$ cat config.mk
export PLATFORM = sky130hd
export DESIGN_NAME = smol_alu_arbiter_flat
export DESIGN_NICKNAME = d
export VERILOG_FILES = /design/src/rtl/smol_alu_arbiter_if.sv /design/src/rtl/smol_alu_arbiter.sv /design/src/flat_wrapper.sv
export SDC_FILE = /design/constraint.sdc
export NUM_CORES = 1
export LEC_CHECK = 0
export ABC_AREA = 0
export CORE_ASPECT_RATIO = 1.2
export CORE_MARGIN = 2
export CORE_UTILIZATION = 25
export CTS_CLUSTER_SIZE = 40
export DETAILED_ROUTE_END_ITERATION = 6
export PLACE_DENSITY = 0.68
export RECOVER_POWER = 25
export SLEW_MARGIN = 20
export SYNTH_ARGS = -nofsm -noshare
export SYNTH_HDL_FRONTEND = slang
export SYNTH_SLANG_ARGS = --single-unit
$ cat constraint.sdc
create_clock -name clk -period 1.3 [get_ports clk]
set_input_delay 0.26 -clock clk [delete_from_list [all_inputs] [get_ports clk]]
set_output_delay 0.26 -clock clk [all_outputs]
set_load 0.05 [all_outputs]
$ cat src/rtl/smol_alu_arbiter_if.sv
// rtl/smol_alu_arbiter_if.sv - request/response/ALU bundle for smol_alu_arbiter (stats ports under SMOL_ALU_ARB_STATS_EN)
interface smol_alu_arbiter_if #(
    parameter int XLEN = 32,
    parameter int OPW  = 5,
    parameter int PCW  = 5
);
    logic            req0_valid;
    logic            req0_ready;
    logic [OPW-1:0]  req0_op;
    logic [XLEN-1:0] req0_a;
    logic [XLEN-1:0] req0_b;
    logic [PCW-1:0]  req0_pc;
    logic            req1_valid;
    logic            req1_ready;
    logic [OPW-1:0]  req1_op;
    logic [XLEN-1:0] req1_a;
    logic [XLEN-1:0] req1_b;
    logic [PCW-1:0]  req1_pc;
    logic            rsp0_valid;
    logic            rsp0_ready;
    logic            rsp1_valid;
    logic            rsp1_ready;
    logic [XLEN-1:0] rsp_data;
    logic [XLEN-1:0] alu_rs1;
    logic [XLEN-1:0] alu_rs2_or_imm;
    logic [PCW-1:0]  alu_pc;
    logic [OPW-1:0]  alu_op_sel;
    logic [XLEN-1:0] alu_out;
`ifdef SMOL_ALU_ARB_STATS_EN
    logic [31:0]     stat_grant0;
    logic [31:0]     stat_grant1;
    logic [31:0]     stat_conflict;

    modport slave (
        input  req0_valid, req0_op, req0_a, req0_b, req0_pc,
        input  req1_valid, req1_op, req1_a, req1_b, req1_pc,
        input  rsp0_ready, rsp1_ready, alu_out,
        output req0_ready, req1_ready, rsp0_valid, rsp1_valid, rsp_data,
        output alu_rs1, alu_rs2_or_imm, alu_pc, alu_op_sel,
        output stat_grant0, stat_grant1, stat_conflict
    );
    modport master (
        output req0_valid, req0_op, req0_a, req0_b, req0_pc,
        output req1_valid, req1_op, req1_a, req1_b, req1_pc,
        output rsp0_ready, rsp1_ready, alu_out,
        input  req0_ready, req1_ready, rsp0_valid, rsp1_valid, rsp_data,
        input  alu_rs1, alu_rs2_or_imm, alu_pc, alu_op_sel,
        input  stat_grant0, stat_grant1, stat_conflict
    );
`else
    modport slave (
        input  req0_valid, req0_op, req0_a, req0_b, req0_pc,
        input  req1_valid, req1_op, req1_a, req1_b, req1_pc,
        input  rsp0_ready, rsp1_ready, alu_out,
        output req0_ready, req1_ready, rsp0_valid, rsp1_valid, rsp_data,
        output alu_rs1, alu_rs2_or_imm, alu_pc, alu_op_sel
    );
    modport master (
        output req0_valid, req0_op, req0_a, req0_b, req0_pc,
        output req1_valid, req1_op, req1_a, req1_b, req1_pc,
        output rsp0_ready, rsp1_ready, alu_out,
        input  req0_ready, req1_ready, rsp0_valid, rsp1_valid, rsp_data,
        input  alu_rs1, alu_rs2_or_imm, alu_pc, alu_op_sel
    );
`endif
endinterface

$ cat src/rtl/smol_alu_arbiter.sv
// rtl/smol_alu_arbiter.sv - round-robin two-port arbiter for the shared smolALU (optional counters: SMOL_ALU_ARB_STATS_EN)
module smol_alu_arbiter #(
    parameter int XLEN = 32,
    parameter int OPW  = 5,
    parameter int PCW  = 5
) (
    input  logic               clk,
    input  logic               rst,
    smol_alu_arbiter_if.slave  bus
);
    typedef enum logic [1:0] {IDLE = 2'd0, ISSUE = 2'd1, RESP = 2'd2} state_t;

    state_t          state;
    logic            prio;
    logic            owner;
    logic            grant;
    logic            accept;
    logic [OPW-1:0]  sel_op;
    logic [XLEN-1:0] sel_a;
    logic [XLEN-1:0] sel_b;
    logic [PCW-1:0]  sel_pc;

    always_comb begin
        grant = 1'b0;
        if (bus.req0_valid && bus.req1_valid) grant = prio;
        else if (bus.req1_valid)              grant = 1'b1;
        sel_op = grant ? bus.req1_op : bus.req0_op;
        sel_a  = grant ? bus.req1_a  : bus.req0_a;
        sel_b  = grant ? bus.req1_b  : bus.req0_b;
        sel_pc = grant ? bus.req1_pc : bus.req0_pc;
    end

    assign bus.req0_ready = (state == IDLE) && !grant && bus.req0_valid;
    assign bus.req1_ready = (state == IDLE) &&  grant && bus.req1_valid;
    assign accept         = bus.req0_ready || bus.req1_ready;

    always_ff @(posedge clk) begin
        if (rst) begin
            state              <= IDLE;
            prio               <= 1'b0;
            owner              <= 1'b0;
            bus.alu_rs1        <= '0;
            bus.alu_rs2_or_imm <= '0;
            bus.alu_pc         <= '0;
            bus.alu_op_sel     <= '0;
            bus.rsp_data       <= '0;
            bus.rsp0_valid     <= 1'b0;
            bus.rsp1_valid     <= 1'b0;
        end else begin
            case (state)
                IDLE: if (accept) begin
                    bus.alu_rs1        <= sel_a;
                    bus.alu_rs2_or_imm <= sel_b;
                    bus.alu_pc         <= sel_pc;
                    bus.alu_op_sel     <= sel_op;
                    owner              <= grant;
                    prio               <= ~grant;
                    state              <= ISSUE;
                end
                ISSUE: begin
                    bus.rsp_data   <= bus.alu_out;
                    bus.rsp0_valid <= !owner;
                    bus.rsp1_valid <= owner;
                    state          <= RESP;
                end
                RESP: if ((owner && bus.rsp1_ready) || (!owner && bus.rsp0_ready)) begin
                    bus.rsp0_valid <= 1'b0;
                    bus.rsp1_valid <= 1'b0;
                    state          <= IDLE;
                end
                default: state <= IDLE;
            endcase
        end
    end

`ifdef SMOL_ALU_ARB_STATS_EN
    // Counters wrap naturally at 32 bits.
    always_ff @(posedge clk) begin
        if (rst) begin
            bus.stat_grant0   <= '0;
            bus.stat_grant1   <= '0;
            bus.stat_conflict <= '0;
        end else begin
            if (bus.req0_ready) bus.stat_grant0 <= bus.stat_grant0 + 32'd1;
            if (bus.req1_ready) bus.stat_grant1 <= bus.stat_grant1 + 32'd1;
            if (state == IDLE && bus.req0_valid && bus.req1_valid)
                bus.stat_conflict <= bus.stat_conflict + 32'd1;
        end
    end
`endif
endmodule

$ cat src/flat_wrapper.sv
// flat-port wrapper written by rule: the top's interface ports become plain ports
module smol_alu_arbiter_flat 
#(
    parameter int XLEN = 32,
    parameter int OPW  = 5,
    parameter int PCW  = 5
)
  (clk, rst, bus_req0_valid, bus_req0_op, bus_req0_a, bus_req0_b, bus_req0_pc, bus_req1_valid, bus_req1_op, bus_req1_a, bus_req1_b, bus_req1_pc, bus_rsp0_ready, bus_rsp1_ready, bus_alu_out, bus_req0_ready, bus_req1_ready, bus_rsp0_valid, bus_rsp1_valid, bus_rsp_data, bus_alu_rs1, bus_alu_rs2_or_imm, bus_alu_pc, bus_alu_op_sel);
  smol_alu_arbiter_if #(.XLEN(XLEN), .OPW(OPW), .PCW(PCW)) bus_i ();
  input  logic clk;
  input  logic rst;
  input wire logic [$bits(bus_i.req0_valid)-1:0] bus_req0_valid;
  input wire logic [$bits(bus_i.req0_op)-1:0] bus_req0_op;
  input wire logic [$bits(bus_i.req0_a)-1:0] bus_req0_a;
  input wire logic [$bits(bus_i.req0_b)-1:0] bus_req0_b;
  input wire logic [$bits(bus_i.req0_pc)-1:0] bus_req0_pc;
  input wire logic [$bits(bus_i.req1_valid)-1:0] bus_req1_valid;
  input wire logic [$bits(bus_i.req1_op)-1:0] bus_req1_op;
  input wire logic [$bits(bus_i.req1_a)-1:0] bus_req1_a;
  input wire logic [$bits(bus_i.req1_b)-1:0] bus_req1_b;
  input wire logic [$bits(bus_i.req1_pc)-1:0] bus_req1_pc;
  input wire logic [$bits(bus_i.rsp0_ready)-1:0] bus_rsp0_ready;
  input wire logic [$bits(bus_i.rsp1_ready)-1:0] bus_rsp1_ready;
  input wire logic [$bits(bus_i.alu_out)-1:0] bus_alu_out;
  output wire logic [$bits(bus_i.req0_ready)-1:0] bus_req0_ready;
  output wire logic [$bits(bus_i.req1_ready)-1:0] bus_req1_ready;
  output wire logic [$bits(bus_i.rsp0_valid)-1:0] bus_rsp0_valid;
  output wire logic [$bits(bus_i.rsp1_valid)-1:0] bus_rsp1_valid;
  output wire logic [$bits(bus_i.rsp_data)-1:0] bus_rsp_data;
  output wire logic [$bits(bus_i.alu_rs1)-1:0] bus_alu_rs1;
  output wire logic [$bits(bus_i.alu_rs2_or_imm)-1:0] bus_alu_rs2_or_imm;
  output wire logic [$bits(bus_i.alu_pc)-1:0] bus_alu_pc;
  output wire logic [$bits(bus_i.alu_op_sel)-1:0] bus_alu_op_sel;
  assign bus_i.req0_valid = bus_req0_valid;
  assign bus_i.req0_op = bus_req0_op;
  assign bus_i.req0_a = bus_req0_a;
  assign bus_i.req0_b = bus_req0_b;
  assign bus_i.req0_pc = bus_req0_pc;
  assign bus_i.req1_valid = bus_req1_valid;
  assign bus_i.req1_op = bus_req1_op;
  assign bus_i.req1_a = bus_req1_a;
  assign bus_i.req1_b = bus_req1_b;
  assign bus_i.req1_pc = bus_req1_pc;
  assign bus_i.rsp0_ready = bus_rsp0_ready;
  assign bus_i.rsp1_ready = bus_rsp1_ready;
  assign bus_i.alu_out = bus_alu_out;
  assign bus_req0_ready = bus_i.req0_ready;
  assign bus_req1_ready = bus_i.req1_ready;
  assign bus_rsp0_valid = bus_i.rsp0_valid;
  assign bus_rsp1_valid = bus_i.rsp1_valid;
  assign bus_rsp_data = bus_i.rsp_data;
  assign bus_alu_rs1 = bus_i.alu_rs1;
  assign bus_alu_rs2_or_imm = bus_i.alu_rs2_or_imm;
  assign bus_alu_pc = bus_i.alu_pc;
  assign bus_alu_op_sel = bus_i.alu_op_sel;
  smol_alu_arbiter #(.XLEN(XLEN), .OPW(OPW), .PCW(PCW)) u_core (.clk(clk), .rst(rst), .bus(bus_i));
endmodule
Yosys cells after proc, flatten, opt, wreduce, memory -nomap -nowiden
Index checks and enable logic that the tools add are counted.
Widths: inputs -> output; s select.

word-level totals
  register bits = 112
  input port bits = 186

cells by class
  bitwise operators = 1
  equal/unequal tests = 4
  multiplexer cells = 12
  reduce and logical (&&, ||, !) cells = 16

operators with widths
  operator            number
  $mux 32             2
  $mux 5              2
  $logic_and 1x1->1   7
  $pmux 2 s3          1
  $reduce_and 2->1    3
  $mux 2              2
  $ne 2x1->1 const B  2
  $pmux 1 s2          2
  $mux 1              3
  $eq 2x1->1 const B  1
  $eq 2x2->1 const B  1
  $logic_not 1->1     2
  $logic_not 2->1     1
  $logic_or 1x1->1    2
  $reduce_bool 2->1   1
  $not 1->1           1

Logic depth before layout (Yosys ltp)
  word-level depth = 8
  depth in mapped cells = 6
  mapped depth without buffers = 3

Worst setup path after synthesis
OpenSTA, ideal clock, no wires.

  path kind = register -> output
  start point = register u_core.prio
  end point = output bus_req1_ready
  path buffers = 2
  required time = 1040 ps
  setup slack = -327 ps
  arrival time = 1367 ps
  cell stages (with the launch flop) = 6
  cell sequence = dfxtp_1 -> nand2b_1 -> buf_2 -> buf_1 -> nand3_1 -> inv_1

between the ends
  cells in the longest elaborated chain, start to end = 3

ends and longest elaborated chain
  what                             line                    RTL
  start: declaration               smol_alu_arbiter.sv:14  logic prio;
  start signal: assignment         smol_alu_arbiter.sv:57  prio <= ~grant;
  $mux 1                           smol_alu_arbiter.sv:25  if (bus.req0_valid && bus.req1_valid) grant = prio;
  $logic_and 1x1->1 (2 in series)  smol_alu_arbiter.sv:34  assign bus.req1_ready = (state == IDLE) && grant && bus.req1_valid;
  end: declaration                 flat_wrapper.sv:26      output wire logic [$bits(bus_i.req1_ready)-1:0] bus_req1_ready;

No other way between the ends.

Final worst setup path
  start point = register u_core.state[0]
  end point = output bus_req0_ready

between the ends
  cells in the longest elaborated chain, start to end = 3

ends and longest elaborated chain
  what                             line                    RTL
  start: declaration               smol_alu_arbiter.sv:13  state_t state;
  start signal: assignment         smol_alu_arbiter.sv:39  state <= IDLE;
  start signal: assignment         smol_alu_arbiter.sv:58  state <= ISSUE;
  start signal: assignment         smol_alu_arbiter.sv:64  state <= RESP;
  $logic_not 2->1                  smol_alu_arbiter.sv:33  assign bus.req0_ready = (state == IDLE) && !grant && bus.req0_valid;
  $logic_and 1x1->1 (2 in series)  smol_alu_arbiter.sv:33
  end: declaration                 flat_wrapper.sv:25      output wire logic [$bits(bus_i.req0_ready)-1:0] bus_req0_ready;

No other way between the ends.

==> results.sh <==
export IMPL_endpoint_kind="output port"
export IMPL_hold_depth=2
export IMPL_hold_violations=0
export IMPL_grt_overflow_total=0
export IMPL_irDropWorstVdd_uv=868
export IMPL_ys_top_cells_by_area="dfxtp_1 46%, nand3_1 7.7%, o21ai_0 7.2%, a21oi_1 6.8%, a311oi_1 5.6%"
export IMPL_cts_num_sinks=112
export IMPL_grt_pass1_vias=5906
export IMPL_fmax_mhz=639
export IMPL_via_per_inst=5.23
export IMPL_ys_warn_count=0
export IMPL_crit_slowest_cell="dfxtp_4"
export IMPL_die_x_um=131
export IMPL_ioPinCount=296
export IMPL_dp_slack_ns=-0.576
export IMPL_vias=6113
export IMPL_slew_violations=0
export IMPL_syn_avg_cell_area_um2=7.94
export IMPL_grt_pass1_wl_mm=32.6
export IMPL_min_to="u_core.bus.alu_rs2_or_imm[6]$_SDFFE_PP0P_"
export IMPL_post_route_period_util=1.20
export IMPL_dr_pass1_iters=7
export IMPL_synth_top_area_share=0.461
export IMPL_cts_tree="built"
export IMPL_violations="design-rule violations, negative setup slack"
export IMPL_synthAdderAreaFrac=0
export IMPL_rsz0062_at_grt="yes"
export IMPL_drt_iter0_markers=529
export IMPL_antenna_found_initial=0
export IMPL_cts_clk_slew_worst_paths_ns=0.09
export IMPL_numCtsBuffers=9
export IMPL_r2r_start="u_core.state[0]$_SDFFE_PP0P_"
export IMPL_root_buffer="clkbuf_16"
export IMPL_synth_cell_area_um2=4860
export IMPL_htree_levels=3
export IMPL_port_buffers=295
export IMPL_clock_latency_ns=0.36
export IMPL_crit_fanout=4
export IMPL_dp_hpwl_mm=14.3
export IMPL_synth_top_cell_by_area="dfxtp_1"
export IMPL_start_util=0.256
export IMPL_rr_worst_depth=6
export IMPL_synthCells=612
export IMPL_ys_flop_type="dfxtp_1"
export IMPL_dieArea_um2=20600
export IMPL_crit_required_ns=1.04
export IMPL_synth_seq_cells=112
export IMPL_yosysMostFrequentCell="dfxtp_1"
export IMPL_drive_above_1_share=0.261
export IMPL_r2r_slack_ns=-0.15
export IMPL_synth_top_family_by_area="compound AO/OA/AOI/OAI gates"
export IMPL_core_area_um2=19000
export IMPL_cp_start_kind="flip-flop"
export IMPL_synthArstFlopShare=0
export IMPL_relSlewSlack=0.779
export IMPL_cp_arrival_ns=1.30
export IMPL_wl_mm=22.6
export IMPL_synth_cell_types=27
export IMPL_num_rows=55
export IMPL_place_congestion=0.785
export IMPL_p_leak_nw=3.68
export IMPL_postRouteAntennaNets=0
export IMPL_die_h_um=157
export IMPL_hold_ws_ns=0.312
export IMPL_synthMuxAreaShare=0.00206
export IMPL_synth_xor_area_share=0
export IMPL_cpPeakStageDelay_ns=0.38
export IMPL_tightest_slew_ns=0.332
export IMPL_status="finished, violations left"
export IMPL_rr_endpoint="u_core.bus.alu_pc[4]$_SDFFE_PP0P_"
export IMPL_wl_per_cell_um=19.3
export IMPL_maxCapViolCount=0
export IMPL_yosysSeqAreaShare=0.461
export IMPL_fin_worst_skew_ns=0.0128
export IMPL_finalSetupViolations=61
export IMPL_powerDensity_nw_per_um2=1190
export IMPL_path_class="flip-flop to output port"
export IMPL_worst_slack_ns=-0.264
export IMPL_drc=1
export IMPL_nets=1094
export IMPL_antenna_cells=0
export IMPL_hold_path_class="input pin to flip-flop"
export IMPL_synth_edff_count=0
export IMPL_synth_compound_area_frac=0.264
export IMPL_hold_path_startpoint="rst"
export IMPL_synthSimpleGateAreaFrac=0.203
export IMPL_area_growth_pct=104
export IMPL_grt_max_degree=46
export IMPL_synth_commonest_cells="112 x dfxtp_1, 75 x nand3_1, 70 x o21ai_0"
export IMPL_crit_chain="nor3b_4 -> nand2_4 -> clkinvlp_4 -> buf_8"
export IMPL_grt_use_total=0.199
export IMPL_syn_nets=798
export IMPL_clockBufferDepth=2
export IMPL_post_route_min_period_ns=1.56
[registers in the layout, indices dropped and copies added, names as in the netlist]
register                   cells
u_core.bus.rsp1_valid          1
u_core.bus.alu_op_sel          5
u_core.bus.rsp_data           32
u_core.state                   2
u_core.bus.alu_rs1            32
u_core.owner                   1
u_core.bus.alu_rs2_or_imm     32
u_core.bus.rsp0_valid          1
u_core.bus.alu_pc              5
u_core.prio                    1
[per-layer routing]
metal	vias up	part of all wire	wire length, um	track usage
li1	2871	-	-	-
met1	2888	0.40	9050	0.236
met2	311	0.51	11500	0.352
met3	43	0.063	1430	0.0454
met4	0	0.026	583	0.0782
met5	-	0	0	0
[report_power, final]
| group | internal, W | leakage (nW) | switching [W] |
|---|---|---|---|
| sequential | 0.00376 | 0.925 | 0.000300 |
| clock | 0.00138 | 0.150 | 0.00152 |
| combinational | 0.00231 | 2.61 | 0.00251 |
| total | 0.00745 | 3.68 | 0.00433 |
[per-stage QoR]
stage	std cells	power [W]	instance area, um^2	util	TNS, ns
after global placement	1128	0.00869	9460	0.498	-34.45
after detailed placement	1128	0.00874	9460	0.498	-39.25
after global routing	1169	0.0122	9940	0.523	-9.81
after floorplan	612	0.00619	4950	-	-0.862
final	1169	0.0118	9940	0.523	-5.54
after CTS	1159	0.0120	10200	0.535	-4.71
[repair_timing]
item,4_1_cts,5_1_grt
hold buffers,0,0
buffers inserted,8,6
setup endpoints to repair,111,108
pin swaps,30,37
resized for setup,54,44
gates cloned,7,8
[layout by cell type (no fill, tap or decap), drive strengths merged, types with 2 or more instances in the layout]
master         instances
a311oi                31
nor2                   5
o21bai                 2
a221oi                 2
a31oi                 43
clkdlybuf4s50        182
nand3                 75
nor2b                  2
nand2b                 3
nand4                 43
clkinvlp               2
a21oi                 66
o21ai                 76
clkinv                 5
clkbuf                31
dfxtp                112
or2                    2
inv                    3
buf                  157
nand2                 66
[worst max-delay path, delay by kind of cell (launching register included)]
kind          cells  cell delay [ns]
flops             1             0.38
simple gates      2             0.35
buf+inv           2             0.21
[area by class of cell]
cell class	instances	area [um^2]
Fill cell	1732	9060
Timing Repair Buffer	362	4590
Multi-Input combinational cell	420	2450
Sequential cell	112	2250
Tap cell	256	320
Clock buffer	9	225
Clock inverter	7	86.3
Inverter	3	18.8
[logic make-up after synthesis]
kind of cell	Yosys count
buffers and inverters	80
DFF	112
muxes	1
and+or+nand+nor	199
AOI/OAI and AO/OA	220
[worst max path at each step]
stage                                  from  slack [ns]                             endpoint  cells past startpoint
6_report       u_core.state[0]$_SDFFE_PP0P_       -0.26                       bus_req0_ready                      4
5_1_grt        u_core.state[0]$_SDFFE_PP0P_       -0.31                       bus_req0_ready                      4
4_1_cts        u_core.state[1]$_SDFFE_PP0P_       -0.26                       bus_req0_ready                      4
3_5_place_dp                 bus_req0_valid       -0.58   u_core.bus.alu_rs1[1]$_SDFFE_PP0P_                      5
3_3_place_gp                 bus_req0_valid       -0.46  u_core.bus.alu_rs1[24]$_SDFFE_PP0P_                      5
2_1_floorplan  u_core.state[0]$_SDFFE_PP0P_       -0.10                       bus_req0_ready                      5
Power figures use the tool's default switching activity.
